--- src/rtl/button_press_ctrl.sv ---
// Button press classifier: turns a debounced button level into one-cycle
// short / long / double press pulses, and keeps a wrapping count of pulses issued.
module button_press_ctrl #(
  parameter int unsigned LONG_CNT = 100,
  parameter int unsigned GAP_CNT  = 50,
  parameter int unsigned CW       = 16
) (
  input  logic       clk,
  input  logic       rstn,
  input  logic       but_i,
  output logic       short_o,
  output logic       long_o,
  output logic       double_o,
  output logic       busy_o,
  output logic [7:0] evt_cnt_o
);

  localparam logic [2:0] S_IDLE   = 3'd0;
  localparam logic [2:0] S_PRESS1 = 3'd1;
  localparam logic [2:0] S_HOLD   = 3'd2;
  localparam logic [2:0] S_GAP    = 3'd3;
  localparam logic [2:0] S_PRESS2 = 3'd4;

  // Last count value before the long-press / gap timeout fires.
  localparam logic [CW-1:0] LONG_LAST = CW'(LONG_CNT - 1);
  localparam logic [CW-1:0] GAP_LAST  = CW'(GAP_CNT - 1);

  logic [2:0]    r_state;
  logic [CW-1:0] r_cnt;
  logic          r_but_q;
  logic          r_short;
  logic          r_long;
  logic          r_double;
  logic          r_busy;
  logic [7:0]    r_evt;

  logic [2:0]    w_state_nxt;
  logic [CW-1:0] w_cnt_nxt;
  logic          w_short;
  logic          w_long;
  logic          w_double;
  logic          w_rise;

  assign w_rise = but_i & ~r_but_q;

  // Next-state, counter and pulse decisions.
  always_comb begin
    w_state_nxt = r_state;
    w_cnt_nxt   = r_cnt;
    w_short     = 1'b0;
    w_long      = 1'b0;
    w_double    = 1'b0;
    case (r_state)
      S_IDLE: begin
        if (w_rise) begin
          w_state_nxt = S_PRESS1;
          w_cnt_nxt   = '0;
        end
      end
      S_PRESS1: begin
        // Release wins over the long-press timeout in the same cycle.
        if (!but_i) begin
          w_state_nxt = S_GAP;
          w_cnt_nxt   = '0;
        end else if (r_cnt == LONG_LAST) begin
          w_state_nxt = S_HOLD;
          w_long      = 1'b1;
        end else begin
          w_cnt_nxt = r_cnt + 1'b1;
        end
      end
      S_HOLD: begin
        if (!but_i) begin
          w_state_nxt = S_IDLE;
        end
      end
      S_GAP: begin
        // A second press wins over the gap timeout in the same cycle.
        if (but_i) begin
          w_state_nxt = S_PRESS2;
        end else if (r_cnt == GAP_LAST) begin
          w_state_nxt = S_IDLE;
          w_short     = 1'b1;
        end else begin
          w_cnt_nxt = r_cnt + 1'b1;
        end
      end
      S_PRESS2: begin
        if (!but_i) begin
          w_state_nxt = S_IDLE;
          w_double    = 1'b1;
        end
      end
      default: begin
        w_state_nxt = S_IDLE;
        w_cnt_nxt   = '0;
      end
    endcase
  end

  // State, edge-detect register, registered pulses and event counter.
  always_ff @(posedge clk or negedge rstn) begin
    if (!rstn) begin
      r_state  <= S_IDLE;
      r_cnt    <= '0;
      r_but_q  <= 1'b0;
      r_short  <= 1'b0;
      r_long   <= 1'b0;
      r_double <= 1'b0;
      r_busy   <= 1'b0;
      r_evt    <= 8'd0;
    end else begin
      r_state  <= w_state_nxt;
      r_cnt    <= w_cnt_nxt;
      r_but_q  <= but_i;
      r_short  <= w_short;
      r_long   <= w_long;
      r_double <= w_double;
      r_busy   <= (w_state_nxt != S_IDLE);
      if (w_short || w_long || w_double) begin
        r_evt <= r_evt + 8'd1;
      end
    end
  end

  assign short_o   = r_short;
  assign long_o    = r_long;
  assign double_o  = r_double;
  assign busy_o    = r_busy;
  assign evt_cnt_o = r_evt;

endmodule

--- config.mk ---
export PLATFORM = sky130hd
export DESIGN_NAME = button_press_ctrl
export DESIGN_NICKNAME = d
export VERILOG_FILES = /design/src/rtl/button_press_ctrl.sv
export SDC_FILE = /design/constraint.sdc
export NUM_CORES = 1
export LEC_CHECK = 0
export BUFFER_PORTS_ARGS = -buffer_cell sky130_fd_sc_hd__buf_2
export CORE_MARGIN = 5
export CORE_UTILIZATION = 58
export CTS_CLUSTER_DIAMETER = 80
export DETAILED_ROUTE_END_ITERATION = 7
export PLACE_DENSITY_LB_ADDON = 0.2
export RECOVER_POWER = 50
export SLEW_MARGIN = 10
export SYNTH_ARGS = -nofsm -noshare
export SYNTH_HDL_FRONTEND = slang
export SYNTH_SLANG_ARGS = --single-unit
--- constraint.sdc ---
create_clock -name clk -period 2.8 [get_ports clk]
set_input_delay 0.42 -clock clk [delete_from_list [all_inputs] [get_ports clk]]
set_output_delay 0.42 -clock clk [all_outputs]
set_load 0.005 [all_outputs]
==> out/results.tsv <==
stage	metric	value	unit
floorplanning	Die Y-Extent	64.0	um
sta	crit path time final	2.10	ns
logic_synthesis	Post-synth top flop	dfrtp_1	
drt	drt wl/cell	15.6	um
clocking	cts bufs inserted	5	
sta	Peak Freq	0.476	GHz
sta	Final WS setup	0.700	ns
final_layout	most common cell after layout, fill and taps aside	dfrtp_1	
drt	Starting DRT DRC Count	60	
floorplanning	die width	64.0	um
logic_synthesis	Post-synth EDFFs	0	
setup_path	cells on worst reg2reg path	5	
setup_path	WP buf/inv	0	
floorplanning	initial core utilization	60.7	%
global_routing	GRT Residual Overflow	0	
final_layout	n_diodes	0	
clocking	Post CTS Setup Buffer Count	0	
drt	Residual DRC	0	
setup_path	Crit Path Category	flop to flop	
final_layout	layout cells sized above 1	13.3	%
setup_path	Cell Chain, Critical Path	nor4_1 > nand3_1 > a21oi_1 > nor2_1 > mux2_2	
sta	worst slew pin tran	1.64	ns
global_routing	first-pass GRT wire length	5580	um
logic_synthesis	FF+latch count, synth	32	
clocking	cts repair resizes	0	
sta	Setup violations, final	0	
floorplanning	die area	4090	um^2
sta	final hold vios	0	
drt	Total Wirelength	3420	um
placement	port buffer count	14	
logic_synthesis	register area share after synthesis	47.4	%
clocking	worst skew pair latency	0.33	ns
clocking	CTS tree	done	
logic_synthesis	synthesized instance count	172	
setup_path	Worst path depth	5	
sta	period utilization	75.0	%
setup_path	Crit Path Max Fanout	7	
floorplanning	Top-Level Pins	15	
sta	clk_skew	0.00429	ns
drt	Pre-antenna DRT Iters	4	
floorplanning	Row Count	19	
logic_synthesis	Distinct cells, synth	40	
global_routing	vias in the first global route	1266	
logic_synthesis	Synth async-reset ratio	100	%
setup_path	CP required	3.03	ns
drt	vias per cell	6.31	
final_layout	Design Area, Final	1830	um^2
clocking	clk slew on worst S/H paths	0.10	ns
global_routing	initial antenna violation count	0	
setup_path	Worst setup SP type	flop	
logic_synthesis	warning count from the yosys run	0	
clocking	H-tree Lvls	2	
placement	placed cell areas	1770	um^2
floorplanning	core box area	2780	um^2
status	failing checks	max-capacitance violations, max-slew violations	
status	status	finished, violations left	
min_path	min-delay worst type	input pin to flop	
setup_path	CP endpoint kind	flop	
global_routing	largest net degree at the start of global routing	33	
drt	post-route ant nets	0	
clocking	clock root buffer	clkbuf_4	
clocking	Clock Sinks	32	
sta	setup tns final	0	ns
final_layout	most frequent cells in the layout	32 x dfrtp_1, 16 x nor2_1, 15 x o21ai_0	
clocking	CTS Buffer Depth	2	
setup_path	slowest CP cell	nor4_1	
setup_path	CP peak stage delay	0.48	ns
logic_synthesis	synthesized area per cell	9.82	um^2
setup_path	Arr. time, crit path	2.33	ns
placement	dpl ws	0.676	ns
sta	max-slew violation count	33	
sta	RSZ-0062 raised after global routing	false	
power	Leak	0.811	nW
drt	DR vias	1381	
final_layout	P&R area growth vs syn	8.22	%
power	VDD IR max	0.610	mV
setup_path	delay-heaviest family, CP	simple AND/OR/NAND/NOR gates	
logic_synthesis	Post-Syn Nets	178	
run	Max Cap Violations	1	
placement	routability congestion estimate	0.914	
final_layout	# nets final	193	
power	Cell Pwr Density	719	nW/um^2
placement	DPL Wire Length	2360	um
global_routing	Total GRT Usage	17.4	%
clocking	# hold bufs at CTS	0	
sta	max_slew headroom	-9.32	%
logic_synthesis	Mapped Area	1690	um^2
min_path	WHS Path Cells	1	
through the flow:
step / power, W / hold slack [ns] / utilization (%) / instances
floorplan: 0.000925 / 0.124 / - / 172
global placement: 0.00102 / 0.458 / 63.7 / 211
detailed placement: 0.00104 / 0.466 / 63.7 / 211
CTS: 0.00132 / 0.131 / 65.9 / 219
global route: 0.00141 / 0.317 / 65.7 / 219
finish: 0.00132 / 0.329 / 65.7 / 219
kinds of logic (layout without fill, tap and decap cells):
family / Yosys count / count (layout) / synth area share (%)
adders and majority gates: 3 / 3 / 2.22
DFF: 32 / 32 / 47.4
buffers and inverters: 11 / 27 / 2.81
AOI/OAI and AO/OA: 49 / 49 / 19.6
muxes: 1 / 1 / 0.667
and+or+nand+nor: 63 / 63 / 20.5
xor gates and xnor gates: 13 / 13 / 6.74
worst register-to-register path: stages (launching register included):
cell and delay, ns:
dfrtp_1 0.43, nor4_1 0.48, nand3_1 0.21, a21oi_1 0.43, nor2_1 0.14, mux2_2 0.29
sequential cells by signal, indices dropped and copies added, names as in the netlist:
register / flops
r_cnt: 16
r_state: 3
double_o: 1
busy_o: 1
r_but_q: 1
long_o: 1
evt_cnt_o: 8
short_o: 1
routing by layer:
metal | GRT usage, % | wire length [um] | share of wire [%]
met1 | 20.8 | 1570 | 46
met2 | 28.4 | 1620 | 48
met3 | 5.95 | 162 | 4.7
met4 | 7.27 | 61 | 1.8
met5 | 0 | 0 | 0
cells in the mapped netlist (all sizes together) (3+ instances only):
cell	count	area [um^2]
o31ai	5	37.5
inv	4	15.0
xnor2	7	61.3
nand4	4	25.0
xor2	6	52.6
o2111ai	5	43.8
ha	3	37.5
or3	4	25.0
nor2	16	60.1
a21oi	13	91.3
and3	3	18.8
dfrtp	32	801
nand3	4	20.0
clkbuf	4	15.0
nor3	3	15.0
o21ai	16	80.1
nand2	12	45.0
or4	4	33.8
buf	3	17.5
power by group:
part / internal (W) / leakage (nW) / switching, W
Clock: 0.000124 / 0.0326 / 0.000153
Sequential: 0.000524 / 0.434 / 0.0000897
Combinational: 0.000159 / 0.344 / 0.000266
Total: 0.000807 / 0.811 / 0.000508
worst paths after layout:
path | to | from | slack (ns)
setup / recovery | evt_cnt_o[1] | r_cnt[13] | 0.70
hold / removal | r_but_q | but_i | 0.33
min in group asynchronous | r_cnt[7] | rstn | 0.49
setup reg to reg | evt_cnt_o[1] | r_cnt[13] | 0.70
max in group asynchronous | r_but_q | rstn | 1.36
hold reg to reg | evt_cnt_o[7] | evt_cnt_o[7] | 0.48
layout make-up:
cell class              instances  area [um^2]
clock buffers                   8         58.8
fillers                       236          953
inverters                       4         15.0
multi-input cells             129          841
flip-flops and latches         32          801
well taps                      31         38.8
repair buffers                 15         73.8
(Power assumes the default switching activity.)
